## config.mk

```make
export PLATFORM = sky130hd
export DESIGN_NAME = pcie_tlp_req_splitter
export DESIGN_NICKNAME = d
export VERILOG_FILES = /design/src/rtl/pcie_tlp_req_splitter.sv
export SDC_FILE = /design/constraint.sdc
export NUM_CORES = 1
export LEC_CHECK = 0
export ABC_CLOCK_PERIOD_IN_PS = 24800
export BUFFER_PORTS_ARGS = -buffer_cell sky130_fd_sc_hd__buf_2
export CORE_MARGIN = 8
export CORE_UTILIZATION = 34
export CTS_BUF_LIST = sky130_fd_sc_hd__clkbuf_4
export DETAILED_ROUTE_END_ITERATION = 10
export PLACE_DENSITY_LB_ADDON = 0.25
export SLEW_MARGIN = 5
export SYNTH_ARGS = -nofsm -noshare
export SYNTH_HDL_FRONTEND = slang
export SYNTH_SLANG_ARGS = --single-unit
export TNS_END_PERCENT = 10
```

## constraint.sdc

```tcl
create_clock -name clk_sys -period 24.8 [get_ports clk_sys]
set_input_delay 3.72 -clock clk_sys [delete_from_list [all_inputs] [get_ports clk_sys]]
set_output_delay 3.72 -clock clk_sys [all_outputs]
set_load 0.005 [all_outputs]
```

## src/rtl/pcie_tlp_req_splitter.sv

```systemverilog
// Splits NoC memory read/write requests into PCIe TLP descriptors.
// Chunks are bounded by MPS/MRRS and never cross a 4 KB boundary.
module pcie_tlp_req_splitter #(
  parameter int unsigned AXI_ADDR_WIDTH    = 48,
  parameter int unsigned MAX_PAYLOAD_SIZE  = 256,
  parameter int unsigned MAX_READ_REQ_SIZE = 4096
) (
  input  logic                      clk_sys,
  input  logic                      rst_sys,
  input  logic [2:0]                cfg_mps,
  input  logic [2:0]                cfg_mrrs,
  input  logic                      req_valid,
  output logic                      req_ready,
  input  logic                      req_is_write,
  input  logic [AXI_ADDR_WIDTH-1:0] req_addr,
  input  logic [12:0]               req_len,
  input  logic [7:0]                req_tag,
  output logic                      tlp_valid,
  input  logic                      tlp_ready,
  output logic                      tlp_is_write,
  output logic [AXI_ADDR_WIDTH-1:0] tlp_addr,
  output logic [12:0]               tlp_len_bytes,
  output logic [10:0]               tlp_len_dw,
  output logic [3:0]                tlp_first_be,
  output logic [3:0]                tlp_last_be,
  output logic [7:0]                tlp_tag,
  output logic [5:0]                tlp_seq,
  output logic                      tlp_last,
  output logic                      busy,
  output logic                      err_len
);

  localparam int unsigned AW        = AXI_ADDR_WIDTH;
  localparam logic [12:0] MPS_CEIL  = 13'(MAX_PAYLOAD_SIZE);
  localparam logic [12:0] MRRS_CEIL = 13'(MAX_READ_REQ_SIZE);

  typedef enum logic {S_IDLE, S_EMIT} state_t;

  state_t      state;
  logic [12:0] rem_q;
  logic [12:0] lim_q;

  logic [AW-1:0] nxt_addr;
  logic [12:0]   nxt_rem;
  logic [12:0]   nxt_lim;
  logic [12:0]   nxt_bnd;
  logic [12:0]   nxt_chunk;
  logic [1:0]    nxt_off;
  logic [1:0]    nxt_end;
  logic [13:0]   dw_sum;
  logic [10:0]   nxt_dw;
  logic [3:0]    nxt_fbe;
  logic [3:0]    nxt_lbe;

  function automatic logic [12:0] size_limit(input logic [2:0] cfg, input logic [12:0] ceil_b);
    logic [2:0]  c;
    logic [12:0] lim;
    c   = (cfg > 3'd5) ? 3'd5 : cfg;
    lim = 13'd128 << c;
    return (lim < ceil_b) ? lim : ceil_b;
  endfunction

  // Next chunk: from the incoming request in IDLE, else from the one being accepted.
  always_comb begin
    nxt_addr = req_addr;
    nxt_rem  = req_len;
    nxt_lim  = req_is_write ? size_limit(cfg_mps, MPS_CEIL) : size_limit(cfg_mrrs, MRRS_CEIL);
    if (state == S_EMIT) begin
      nxt_addr = tlp_addr + AW'(tlp_len_bytes);
      nxt_rem  = rem_q - tlp_len_bytes;
      nxt_lim  = lim_q;
    end
    nxt_bnd   = 13'd4096 - {1'b0, nxt_addr[11:0]};
    nxt_chunk = nxt_rem;
    if (nxt_lim < nxt_chunk) nxt_chunk = nxt_lim;
    if (nxt_bnd < nxt_chunk) nxt_chunk = nxt_bnd;
    nxt_off = nxt_addr[1:0];
    dw_sum  = 14'(nxt_off) + {1'b0, nxt_chunk} + 14'd3;
    nxt_dw  = 11'(dw_sum >> 2);
    nxt_end = nxt_off + nxt_chunk[1:0] - 2'd1;
    nxt_fbe = 4'hF << nxt_off;
    nxt_lbe = 4'hF >> (2'd3 - nxt_end);
    // A single-DW chunk folds both masks into first_be.
    if (nxt_dw == 11'd1) begin
      nxt_fbe = nxt_fbe & nxt_lbe;
      nxt_lbe = 4'h0;
    end
  end

  always_ff @(posedge clk_sys) begin
    if (rst_sys) begin
      state         <= S_IDLE;
      rem_q         <= '0;
      lim_q         <= '0;
      req_ready     <= 1'b1;
      tlp_valid     <= 1'b0;
      tlp_is_write  <= 1'b0;
      tlp_addr      <= '0;
      tlp_len_bytes <= '0;
      tlp_len_dw    <= '0;
      tlp_first_be  <= '0;
      tlp_last_be   <= '0;
      tlp_tag       <= '0;
      tlp_seq       <= '0;
      tlp_last      <= 1'b0;
      busy          <= 1'b0;
      err_len       <= 1'b0;
    end else begin
      err_len <= 1'b0;
      case (state)
        S_IDLE: begin
          if (req_valid && req_ready) begin
            if (req_len == 13'd0 || req_len > 13'd4096) begin
              err_len <= 1'b1;
            end else begin
              state         <= S_EMIT;
              req_ready     <= 1'b0;
              busy          <= 1'b1;
              tlp_valid     <= 1'b1;
              tlp_is_write  <= req_is_write;
              tlp_tag       <= req_tag;
              tlp_seq       <= '0;
              lim_q         <= nxt_lim;
              rem_q         <= nxt_rem;
              tlp_addr      <= nxt_addr;
              tlp_len_bytes <= nxt_chunk;
              tlp_len_dw    <= nxt_dw;
              tlp_first_be  <= nxt_fbe;
              tlp_last_be   <= nxt_lbe;
              tlp_last      <= (nxt_chunk == nxt_rem);
            end
          end
        end
        S_EMIT: begin
          if (tlp_ready) begin
            if (tlp_last) begin
              state     <= S_IDLE;
              req_ready <= 1'b1;
              busy      <= 1'b0;
              tlp_valid <= 1'b0;
            end else begin
              tlp_seq       <= tlp_seq + 6'd1;
              rem_q         <= nxt_rem;
              tlp_addr      <= nxt_addr;
              tlp_len_bytes <= nxt_chunk;
              tlp_len_dw    <= nxt_dw;
              tlp_first_be  <= nxt_fbe;
              tlp_last_be   <= nxt_lbe;
              tlp_last      <= (nxt_chunk == nxt_rem);
            end
          end
        end
        default: state <= S_IDLE;
      endcase
    end
  end

endmodule

```

# [Word-level counts from Yosys, hierarchy flattened]
# Index checks and enable logic that the tools add are counted.
# W data, S select, Z words.
[op_classes] n_shift=4 addsub=9 n_eq_ne=7 reduce_logical=8 bitwise_logic=4 mux=68 n_lt_le_gt_ge=7
[ops] operator="$mux W48" n=5
[ops] operator="$mux W13" n=15
[ops] operator="$pmux W48 S2" n=1
[ops] operator="$pmux W13 S2" n=2
[ops] operator="$add A48 B13 Y48" n=1
[ops] operator="$mux W11" n=4
[ops] operator="$mux W4" n=10
[ops] operator="$lt A13 B13 Y1" n=2
[ops] operator="$shl A8 B3 Y13 const A" n=2
[ops] operator="$mux W6" n=4
[ops] operator="$pmux W11 S2" n=1
[ops] operator="$mux W1" n=17
[ops] operator="$pmux W4 S2" n=2
[ops] operator="$add A13 B2 Y13 const B" n=1
[ops] operator="$add A2 B13 Y13" n=1
[ops] operator="$eq A13 B13 Y1" n=1
[ops] operator="$gt A13 B13 Y1 const B" n=1
[ops] operator="$logic_not A13 Y1" n=1
[ops] operator="$lt A13 B13 Y1 const B" n=1
[ops] operator="$lt A13 B9 Y1 const B" n=1
[ops] operator="$sub A13 B12 Y13 const A" n=1
[ops] operator="$sub A13 B13 Y13" n=1
[ops] operator="$pmux W6 S2" n=1
[ops] operator="$eq A11 B1 Y1 const B" n=1
[ops] operator="other kinds (17)" n=30
[word_totals] reg_bits=126 out_inout_bits=100 wordCells=122 in_bits=80

# [Depth between registers and ports, before layout]
# Gate-level depths: netlist of the first run.
[depth] depth_word=20 ltp_mapped=46 depth_no_buf=44

# [Worst setup path after synthesis of the first run]
# No wires, ideal clock.
[synth_path] kind="input to register" start="input cfg_mps[2]" end="register tlp_first_be[3]" arrival_ns=10.655 t_required_ns=24.663 path_buffers=2 cell_stages=39 setup_time_ns=0.137 path_slack_ns=14.008 path_cell_list="o31ai_1 > nand2_1 > o22ai_1 > inv_1 > ha_1 > a21o_1 > a221o_1 > a31oi_1 > nor2_1 > a21oi_1 > o21ai_1 > buf_2 > mux2i_1 > inv_1 > ha_1 > and3_1 > nand3_1 > nor3_1 > (+3 left out) > mux2i_4 > o211a_4 > nor2_8 > buf_6 > o211ai_1 > o21ai_0 > xnor2_1 > ha_1 > inv_1 > fa_1 > or4_1 > o31ai_1 > nand3_1 > a21oi_1 > and3_1 > o21ai_1 > nor4_4 > a31oi_1"
[synth_via] elab_chain_len=20 elab_cells_between_ends=25 classes_between="add/sub: 5; order compare: 4; eq/ne: 1; shift: 2; mux: 12; bitwise: 1"
[synth_rtl] element="start: declaration" line="10" rtl="input logic [2:0] cfg_mps,"
[synth_rtl] element="$gt A3 B3 Y1" line="58" rtl="c = (cfg > 3'd5) ? 3'd5 : cfg;"
[synth_rtl] element="$mux W3 (*)" line="58"
[synth_rtl] element="$shl A8 B3 Y13 (*)" line="59" rtl="lim = 13'd128 << c;"
[synth_rtl] element="$lt A13 B9 Y1" line="60" rtl="return (lim < ceil_b) ? lim : ceil_b;"
[synth_rtl] element="$mux W13 (*)" line="60"
[synth_rtl] element="$mux W13 (*)" line="67" rtl="nxt_lim = req_is_write ? size_limit(cfg_mps, MPS_CEIL) : size_limit(cfg_mrrs, MRRS_CEIL);"
[synth_rtl] element="$mux W13 (*)" line="68" rtl="if (state == S_EMIT) begin"
[synth_rtl] element="via nxt_lim[8]" line="45" rtl="logic [12:0] nxt_lim;"
[synth_rtl] element="$lt A13 B13 Y1" line="75" rtl="if (nxt_lim < nxt_chunk) nxt_chunk = nxt_lim;"
[synth_rtl] element="$mux W13 (*)" line="75"
[synth_rtl] element="$lt A13 B13 Y1" line="76" rtl="if (nxt_bnd < nxt_chunk) nxt_chunk = nxt_bnd;"
[synth_rtl] element="$mux W13 (*)" line="76"
[synth_rtl] element="branches (longest 5 deep; another with $add A2 B13 Y13)"
[synth_rtl] element="$mux W4 (*)" line="84" rtl="if (nxt_dw == 11'd1) begin"
[synth_rtl] element="$mux W4 (on tied branches)" line="136, 113"
[synth_rtl] element="$mux W4 (on tied branches)" line="135, 112"
[synth_rtl] element="$pmux W4 S2 (*)" line="110" rtl="case (state)"
[synth_rtl] element="end signal: assignment" line="128" rtl="tlp_first_be <= nxt_fbe;"
[synth_rtl] element="end signal: assignment" line="147" rtl="tlp_first_be <= nxt_fbe;"
[synth_rtl] element="end: declaration" line="24" rtl="output logic [3:0] tlp_first_be,"
# Mark *: on every way through the listed nets, which the timed path passes. The select of a mux whose other input is x is not followed.
# A chain may end at the register's enable or synchronous reset.

# [Worst setup path in the final report of the first run]
# Same ends and word-level chain as after synthesis.

==> impl_results.md, run 1 <==
* Critical path launch point type: input port
* Asr flop ratio synth at 0%
* Initial antenna violation count at 2
* Peak supply drop at roughly 0.000036 V
* Setup Skew at between 20 and 30 ps
* Die H at 178 um
* # rows at slightly below 60
* Status: finished, final reports clean
* Min-delay src: tlp_len_dw[4]
* Crit path from: cfg_mps[2]
* #FFs+latches synth at between 100 and 150
* Detail Route Antenna Nets at 0
* Num ports at 180
* Period Utilization, post-route at a little under half
* DRC at 0
* Worst hold stages at 2
* # setup viols final at 0
* RSZ-0062 raised after global routing: no
* Most common cell in the netlist: nor2_1
* Final Max Slew Viols at 0
* Commonest cells post-synth: nor2_1, dfxtp_1, nand2_1
* Setup CP Type: in -> reg
* HPWL Detailed at 23600 um
* Hold-fix buffers, CTS at 0
* Post-synthesis cell type count at 87
* WHS at around 460 ps
* CORE AREA at between 20000 and 30000 um^2
* Vias/cell at 5.47
* Warnings, synthesis at 0
* Largest family of logic cells by synthesized area: compound AO/OA/AOI/OAI gates
* CP endpoint kind: flip-flop
* Total die area at 31600 um^2
* Synth top area share at around 28%
* Crit-path slowest cell: o21ai_1
* Post-CTS Setup Inserts at 0
* Detailed Route Iter0 Violations at around 680
* Die W at 178 um
* Synth Area in Simple Gates at 22.9%
* Critical Path Fanout Max at 14
* Fill cell count at 2740
* Leakage at 4.31 nW
* Post-Syn Area per Cell at 7.75 um^2
* Vias in the first global route at 8540
* Max Cap Violations at 0
* Congestion Overflow GR at 0
* Area leader, netlist: dfxtp_1
* Clk buf depth at 2
* First-pass GRT wire length at between 40000 and 50000 um
* Slew headroom at 24.6%
* Worst Tran Pin Value at roughly 1100 ps
* Starting Density at 34.4%
* Synth top area cells: dfxtp_1, ha_1, nor2_1
* Worst R2R Path Depth at 40
* # nets final at 1422
* Share of layout cells above drive strength 1 at 20.1%
* Fmax at 85.3 MHz
* Area occupied by multi-input gates at 5920 um^2
* Clock sinks at 126
* Routability cong. at 0.952
* Clk_lat worst skew at 570 ps
* Clock root cell: clkbuf_4
* WP data arrival at 12110 ps
* Worst EP required at 25190 ps
* Min Tclk post-route at 11720 ps
* WL per Instance at 19.3 um
* Post-synthesis instance area at approximately 8900 um^2
* Mapped Cells at between 1000 and 1500
* Most frequent cell on the critical path: and3_1
* TritonCTS Buffers at 17
* Drt pass-1 iters at 5
* Post-Route WL at 31500 um
* Synth Flop Type: dfxtp_1
* Compound-Gate Fraction of Synth Area at ~25%
* P&R area growth vs syn at 16.4%
* PortBufs at 179
* Worst Hold End: tlp_len_dw[4]
* RR Startpoint: tlp_len_bytes[0]
* Syn_nets at 1283
* Fin Setup TNS at 0 ps
* Post-synthesis xor/xnor area fraction at under 10%
* PD cells at between 70 and 80 nW/um^2
* Number of flops mapped to enable cells by yosys at 0
* Max stage delay on crit path at 740 ps
* Clk pin slew, worst setup/hold paths at 130 ps
* Hold WC Path Type: reg -> reg
* Routed via count at ~9000
* Final Hold Violating Endpoints at 0
* H-tree levels at 4
* FF-to-FF setup slack at between 10000 and 15000 ps
* Mux share of post-synthesis cell area at approximately 5.2%
* CTS resizes at 0
* Register Area at 2530 um^2
* Tot Pwr at 753 uW
* CTS tree: done
* Synth Area in Adders at between 8 and 9%
* FF-to-FF End: tlp_first_be[3]
* Register area share after synthesis at 28.3%
* Gr usage total at 19.4%
* Largest net degree at the start of global routing at 112
critical path, delay by kind of cell:
kind | cells | cell delay, ps
compound gates | 14 | 3330
simple gates | 12 | 2650
mux | 2 | 440
fa+ha+maj | 4 | 1340
xor+xnor | 1 | 190
buf+inv | 4 | 410
area by class of cell:
class	count	area share, %
repair buffers	188	9.32
inverters	48	1.74
well taps	335	4.04
multi-input cells	907	57.2
clock inverters	13	2.02
clock buffers	18	1.30
diodes	2	0.0483
flip-flops and latches	126	24.4
where the power goes:
part           leakage (nW)  switching, mW  internal, mW
Sequential             1.03         0.0233         0.224
Clock                 0.174         0.0888        0.0912
Combinational          3.11          0.202         0.124
Total                  4.31          0.314         0.439
per-stage QoR:
stage          area, um^2  utilization, %  cells  worst slack, ps
6_report            10400            40.0   1637            13080
5_1_grt             10400            40.0   1637            12450
4_1_cts             10400            40.0   1635            13200
3_5_place_dp        10000            38.6   1604            12610
3_3_place_gp        10000            38.6   1604            12750
2_1_floorplan        8900               -   1149            14010
state kept, by name, indices dropped and copies added (netlist names), 4 cells and up:
| signal | count |
|---|---|
| tlp_len_dw | 11 |
| lim_q | 13 |
| tlp_last_be | 4 |
| tlp_first_be | 4 |
| tlp_tag | 8 |
| tlp_seq | 6 |
| tlp_len_bytes | 13 |
| tlp_addr | 48 |
| rem_q | 13 |
per-layer routing:
metal,track usage [%],up-vias,share of wire [%]
li1,-,4443,-
met1,26.1,4179,45
met2,29.9,277,45
met3,3.77,48,6.2
met4,7.71,0,3.0
met5,0,-,0
worst max-delay path by stage:
stage	endpoint	slack, ps
floorplan	tlp_first_be[3]	14010
global placement	tlp_first_be[3]	12750
detailed placement	tlp_first_be[3]	12610
CTS	tlp_first_be[3]	13200
global route	tlp_first_be[3]	12450
finish	tlp_first_be[3]	13080
logic make-up after synthesis:
kind of cell / Yosys count
AO/OA/AOI/OAI: 337
XOR/XNOR: 49
adder cells (fa/ha/maj): 56
buffers and inverters: 116
flip-flops: 126
multiplexers: 42
AND/OR/NAND/NOR: 423
cells in the final DEF, fill, tap and decap left out, types with 6 or more instances in the layout:
cell type	Yosys	routed
buf_4	2	10
and3_1	10	10
buf_2	5	178
dfxtp_1	126	125
o21a_1	8	8
a21o_1	24	23
o21ai_0	54	54
nor4_1	10	10
a21oi_1	84	83
a31oi_1	8	8
nor2_1	127	127
a211oi_1	59	59
nor3_1	26	26
o31ai_1	13	13
o21ai_1	11	11
inv_1	47	47
clkbuf_4	0	18
nand4_1	13	13
mux2i_1	30	30
o211ai_1	6	6
nor2b_1	13	13
a22oi_1	10	10
o22ai_1	11	11
or3_1	7	7
xor2_1	20	20
nand2b_1	9	9
ha_1	51	51
nand3_1	39	39
xnor2_1	28	28
or2_2	6	6
nand2_1	118	118
and2_1	19	19
No activity file was read; power rests on OpenSTA's default activity.
==> inputs of run 2 (changes only) <==
--- a/config.mk
+++ b/config.mk
@@ -5,7 +5,7 @@
 export SDC_FILE = /design/constraint.sdc
 export NUM_CORES = 1
 export LEC_CHECK = 0
-export ABC_CLOCK_PERIOD_IN_PS = 24800
+export ABC_CLOCK_PERIOD_IN_PS = 11800
 export BUFFER_PORTS_ARGS = -buffer_cell sky130_fd_sc_hd__buf_2
 export CORE_MARGIN = 8
 export CORE_UTILIZATION = 34
==> constraint.sdc (replaced) <==
create_clock -name clk_sys -period 11.8 [get_ports clk_sys]
set_input_delay 1.77 -clock clk_sys [delete_from_list [all_inputs] [get_ports clk_sys]]
set_output_delay 1.77 -clock clk_sys [all_outputs]
set_load 0.005 [all_outputs]
==> run 2 against run 1 <==
Critical path depth rose by 3; sequential share of layout area rose by 0.14 points; register-to-register slack got worse by 13000 ps; sequential power increased by 110%; largest cell class unchanged.
==> impl_results.md, run 2 (synthesis gave the netlist of run 1 again) <==
* Clk buf depth at 2 (unchanged)
* Fmax at 97.5 MHz
* CP endpoint kind: flip-flop
* Setup Skew at 45.3 ps (+19.6 ps)
* Max stage delay on crit path at 750 ps (about the same)
* Fin Setup TNS at 0 ps (unchanged)
* Max Cap Violations at 0 (unchanged)
* Worst Tran Pin Value at 1130 ps (-3.03 ps)
* Instance count on the critical path at 40 (+8.1%)
* Most frequent cells in the layout: buf_2, nor2_1, dfxtp_1
* WP data arrival at 10640 ps (-1470 ps)
* P&R area growth vs syn at 15.8%
* PD cells at 148 nW/um^2 (+100%)
* Routed via count at 8915 (-0.36%)
* Dpl ws at 1540 ps (-11070 ps)
* Routability cong. at 0.949 (-0.30%)
* Drt pass-1 iters at 8 (+3)
* Vias/cell at 5.44 (-0.42%)
* DRC at 0 (unchanged)
* Clock root cell: clkbuf_4
* Worst hold stages at 1 (-1)
* Worst EP required at 12180 ps (-13010 ps)
* Critical Path Fanout Max at 14 (unchanged)
* Gr usage total at 19.4% (about the same)
* Clk_lat worst skew at 570 ps (about the same)
* Total die area at 31600 um^2 (unchanged)
* Crit-path slowest cell: o21ai_1
* CORE AREA at 25900 um^2 (unchanged)
* Status: finished, final reports clean
* Met3 WL at 1970 um (+0.31%)
* CTS resizes at 0 (unchanged)
* WL per Instance at 19.1 um (-0.95%)
* HPWL Detailed at 23400 um (-0.82%)
* RSZ-0062 raised after global routing: no
* Leakage at 4.30 nW (-0.39%)
* Detailed Route Iter0 Violations at 692 (+1.3%)
* Hold-fix buffers, CTS at 0 (unchanged)
* TritonCTS Buffers at 17 (unchanged)
* Final Max Slew Viols at 0 (unchanged)
* Most flops, register: tlp_addr
* Period Utilization, post-route at 86.9%
* # rows at 59 (unchanged)
* Clock sinks at 126 (unchanged)
* First-pass GRT wire length at 48000 um (-0.14%)
* Final WS setup at 1540 ps (-11540 ps)
* DR top layer: met4
* # nets final at 1423 (+0.070%)
* Post-CTS Setup Inserts at 0 (unchanged)
* Clk pin slew, worst setup/hold paths at 120 ps (about the same)
* Most frequent cell on the critical path: ha_1
* Num ports at 180 (unchanged)
* Commonest non-fill, non-tap cell in the layout: buf_2
* Setup CP Type: reg -> reg
* Peak supply drop at 0.0000565 V (+58%)
* PortBufs at 179 (unchanged)
* Initial antenna violation count at 1 (-1)
* Min Tclk post-route at 10260 ps
* Die H at 178 um (unchanged)
* H-tree levels at 4 (unchanged)
* Starting Density at 34.4% (unchanged)
* Number of flip-flops in the largest register at 48 (unchanged)
* Wire length on met2 at 14000 um (-1.9%)
* Vias in the first global route at 8461 (-0.93%)
* Met1 WL at 14400 um (+0.13%)
* Largest net degree at the start of global routing at 112 (unchanged)
* Share of layout cells above drive strength 1 at 20.2% (+0.12 points)
* Die W at 178 um (unchanged)
* Hold WC Path Type: reg -> reg
* Critical path launch point type: flip-flop
* Final Hold Violating Endpoints at 0 (unchanged)
* Crit path max-delay family: compound AO/OA/AOI/OAI gates
* Detail Route Antenna Nets at 0 (unchanged)
* CP Buf/Inv Count at 3 (-1)
* CTS tree: done
* Worst R2R Path Depth at 40 (unchanged)
* Slew headroom at 24.8% (+0.20 points)
* Congestion Overflow GR at 0 (unchanged)
* # setup viols final at 0 (unchanged)
* Post-Route WL at 31200 um (-0.89%)
-- run 2: cell types whose count changed in the layout (fill, tap and decap cells not counted), sizes merged --
cell	before	now
clkinv	1	5
diode	2	1
clkinvlp	3	2
buf	188	189
clkbuf	18	19
bufinv	5	2
-- run 2: worst paths after layout --
path                         start               to  slack (ps)
setup / recovery  tlp_len_bytes[1]  tlp_first_be[3]        1540
hold / removal            lim_q[5]         lim_q[5]         460
setup reg to reg  tlp_len_bytes[1]  tlp_first_be[3]        1540
hold reg to reg           lim_q[5]         lim_q[5]         460
-- run 2: layer usage --
layer	GRT usage, %	up-vias
met2	30.2	264
met4	7.16	0
li1	-	4445
met5	0	-
met3	4.34	44
met1	25.9	4162
-- run 2: final cells by class --
type	count	area, um^2
Antenna cell	1	2.50
Clock buffer	19	143
Clock inverter	13	139
Fill cell	2710	15600
Inverter	48	180
Multi-Input combinational cell	907	5920
Sequential cell	126	2530
Tap cell	335	419
Timing Repair Buffer	189	973
-- run 2: worst register-to-register path: cells and delay by family, from the launching register on --
kind                       cells  cell delay, ps
muxes                          3            1110
DFF                            1             610
xor gates and xnor gates       2             320
AOI/OAI and AO/OA             16            3810
buffers and inverters          3             290
adders and majority gates      5            1570
and+or+nand+nor               11            2420
-- run 2: per-stage QoR --
step / util [%] / hold slack [ps] / instance area [um^2] / total power, mW / std cells
floorplan: - / 421 / 8900 / 0.992 / 1149
global placement: 38.7 / 433 / 10000 / 1.20 / 1605
detailed placement: 38.7 / 442 / 10000 / 1.21 / 1605
CTS: 39.8 / 464 / 10300 / 1.53 / 1637
global route: 39.8 / 479 / 10300 / 1.63 / 1638
finish: 39.8 / 462 / 10300 / 1.52 / 1638
-- run 2: power breakdown --
| group | internal (mW) | switching, mW | total, mW |
|---|---|---|---|
| clock | 0.132 | 0.187 | 0.319 |
| sequential | 0.470 | 0.0445 | 0.515 |
| combinational | 0.262 | 0.430 | 0.692 |
==> inputs of run 3 (changes only) <==
--- a/config.mk
+++ b/config.mk
@@ -8,7 +8,7 @@
 export ABC_CLOCK_PERIOD_IN_PS = 11800
 export BUFFER_PORTS_ARGS = -buffer_cell sky130_fd_sc_hd__buf_2
 export CORE_MARGIN = 8
-export CORE_UTILIZATION = 34
+export CORE_UTILIZATION = 49
 export CTS_BUF_LIST = sky130_fd_sc_hd__clkbuf_4
 export DETAILED_ROUTE_END_ITERATION = 10
 export PLACE_DENSITY_LB_ADDON = 0.25
==> run 3 against run 2 <==
Count of clock-buffer cells in the layout stayed put; clock power is 3% lower; utilization is 17 points higher; sequential cell count stayed put; sequential power hardly changed.
==> impl_results.md, run 3 (synthesis gave the netlist of run 1 again) <==
* Fin Setup TNS at 0 ps (unchanged)
* Share of layout cells above drive strength 1 at 20.1% (-0.077 points)
* Die W at 151 um (-15%)
* Worst hold stages at 2 (+1)
* Congestion Overflow GR at 0 (unchanged)
* # rows at 49 (-17%)
* # nets final at 1423 (unchanged)
* CTS tree: done
* Commonest non-fill, non-tap cell in the layout: buf_2
* WP data arrival at 10730 ps (+90 ps)
* Final Util at 56.8% (+17 points)
* Max stage delay on crit path at 750 ps (about the same)
* Largest net degree at the start of global routing at 93 (-17%)
* WL per Instance at 19.1 um (about the same)
* First-pass GRT wire length at 46200 um (-3.8%)
* Max Cap Violations at 0 (unchanged)
* Post-Route WL at 29200 um (-6.5%)
* Starting Density at 49.7% (+15 points)
* Clk pin slew, worst setup/hold paths at 120 ps (about the same)
* Worst Tran Pin Value at 1010 ps (-114 ps)
* Vias/cell at 5.94 (+9.1%)
* Number of flip-flops in the largest register at 48 (unchanged)
* Peak supply drop at 0.0000679 V (+20%)
* Crit-path slowest cell: o21ai_1
* Routed via count at 9101 (+2.1%)
* CORE AREA at 17900 um^2 (-31%)
* Worst Hold End: tlp_len_dw[4]
* Status: finished, final reports clean
* FF-to-FF End: tlp_first_be[3]
* Leakage at 4.29 nW (-0.11%)
* RSZ-0062 raised after global routing: no
* Min-delay src: tlp_len_dw[4]
* Routability cong. at 0.976 (+2.9%)
* Drt pass-1 iters at 7 (-1)
* Critical Path Fanout Max at 14 (unchanged)
* FF-to-FF setup slack at 1480 ps (-70 ps)
* DRC at 0 (unchanged)
* Setup Skew at 31.8 ps (-13.5 ps)
* Detail Route Antenna Nets at 0 (unchanged)
* Total die area at 22700 um^2 (-28%)
* RR Startpoint: tlp_len_bytes[1]
* Tot Pwr at 1.51 mW (-0.69%)
* Clk_lat worst skew at 570 ps (about the same)
* Detailed Route Iter0 Violations at 690 (-0.29%)
* Critical path launch point type: flip-flop
* HPWL Detailed at 21700 um (-7.1%)
* Worst EP required at 12210 ps (+30 ps)
* Hold WC Path Type: reg -> reg
* Hold-fix buffers, CTS at 0 (unchanged)
* TritonCTS Buffers at 17 (unchanged)
* H-tree levels at 4 (unchanged)
* Clock root cell: clkbuf_4
* Crit path from: tlp_len_bytes[1]
* Slew headroom at 32.3% (+7.4 points)
* PD cells at 149 nW/um^2 (+0.61%)
* Min Tclk post-route at 10320 ps (+65.3 ps)
* Die H at 151 um (-15%)
* P&R area growth vs syn at 14.3%
* Num ports at 180 (unchanged)
* Period Utilization, post-route at 87.5% (+0.55 points)
* Post-CTS Setup Inserts at 0 (unchanged)
* Worst R2R Path Depth at 40 (unchanged)
* Fill cell count at 1722 (-36%)
* # setup viols final at 0 (unchanged)
* Clock sinks at 126 (unchanged)
* PortBufs at 179 (unchanged)
* Final Hold Violating Endpoints at 0 (unchanged)
* Most frequent cells in the layout: buf_2, nor2_1, dfxtp_1
* Gr usage total at 25.5% (+6.0 points)
* Most flops, register: tlp_addr
* Clk buf depth at 2 (unchanged)
* Final Max Slew Viols at 0 (unchanged)
* Setup CP Type: reg -> reg
* Vias in the first global route at 8679 (+2.6%)
* CP endpoint kind: flip-flop
* CTS resizes at 0 (unchanged)
* Fmax at 96.9 MHz (-0.63%)
* Initial antenna violation count at 2 (+1)
[run 3: cell count changes in the layout (fill, tap and decap cells not counted), sizes merged]
cell / delta
clkinv: +1
clkinvlp: +1
inv: -2
[run 3: how the worst max path moves through the flow]
stage / to / slack (ps) / cells past startpoint
6_report: tlp_first_be[3] / 1480 / 40
5_1_grt: tlp_first_be[3] / 820 / 41
4_1_cts: tlp_first_be[3] / 1630 / 40
3_5_place_dp: tlp_first_be[3] / 1550 / 37
3_3_place_gp: tlp_first_be[3] / 1740 / 37
2_1_floorplan: tlp_first_be[3] / 2960 / 39
[run 3: power by group]
group / internal (mW) / switching (mW) / total [mW]
clock network: 0.131 / 0.178 / 0.309
registers: 0.470 / 0.0428 / 0.513
logic: 0.263 / 0.430 / 0.692
total: 0.863 / 0.651 / 1.51
[run 3: area by class of cell]
| cell class | instances | area [um^2] | area share, % |
|---|---|---|---|
| multi-input cells | 907 | 5920 | 58.2 |
| flip-flops and latches | 126 | 2530 | 24.8 |
| repair buffers | 189 | 973 | 9.57 |
| well taps | 229 | 287 | 2.82 |
| inverters | 48 | 180 | 1.77 |
| clock buffers | 19 | 143 | 1.40 |
| clock inverters | 13 | 140 | 1.38 |
| diodes | 1 | 2.50 | 0.0246 |
[run 3: routing by layer]
| layer | share of wire, % | routed length (um) | vias up | global-route usage (%) |
|---|---|---|---|---|
| met1 | 45 | 13300 | 4277 | 34.8 |
| met4 | 3.3 | 969 | 2 | 10.9 |
| met2 | 44 | 12900 | 321 | 38.3 |
| met5 | 0.027 | 8 | - | 0 |
| li1 | - | - | 4438 | - |
| met3 | 7.1 | 2090 | 63 | 5.02 |
[run 3: critical path: cells and delay by family, from the launching register on]
family,cells,cell delay (ps)
adder cells (fa/ha/maj),5,1670
flip-flops,1,570
buffers and inverters,3,280
AND/OR/NAND/NOR,12,2800
XOR/XNOR,1,180
AO/OA/AOI/OAI,17,4160
multiplexers,2,500
[run 3: stage by stage]
| step | cells | cell area, um^2 | hold slack (ps) | setup WS [ps] |
|---|---|---|---|---|
| 3_5_place_dp | 1499 | 9890 | 445 | 1550 |
| 2_1_floorplan | 1149 | 8900 | 421 | 2960 |
| 5_1_grt | 1532 | 10200 | 482 | 820 |
| 4_1_cts | 1531 | 10200 | 468 | 1630 |
| 3_3_place_gp | 1499 | 9890 | 433 | 1740 |
| 6_report | 1532 | 10200 | 465 | 1480 |
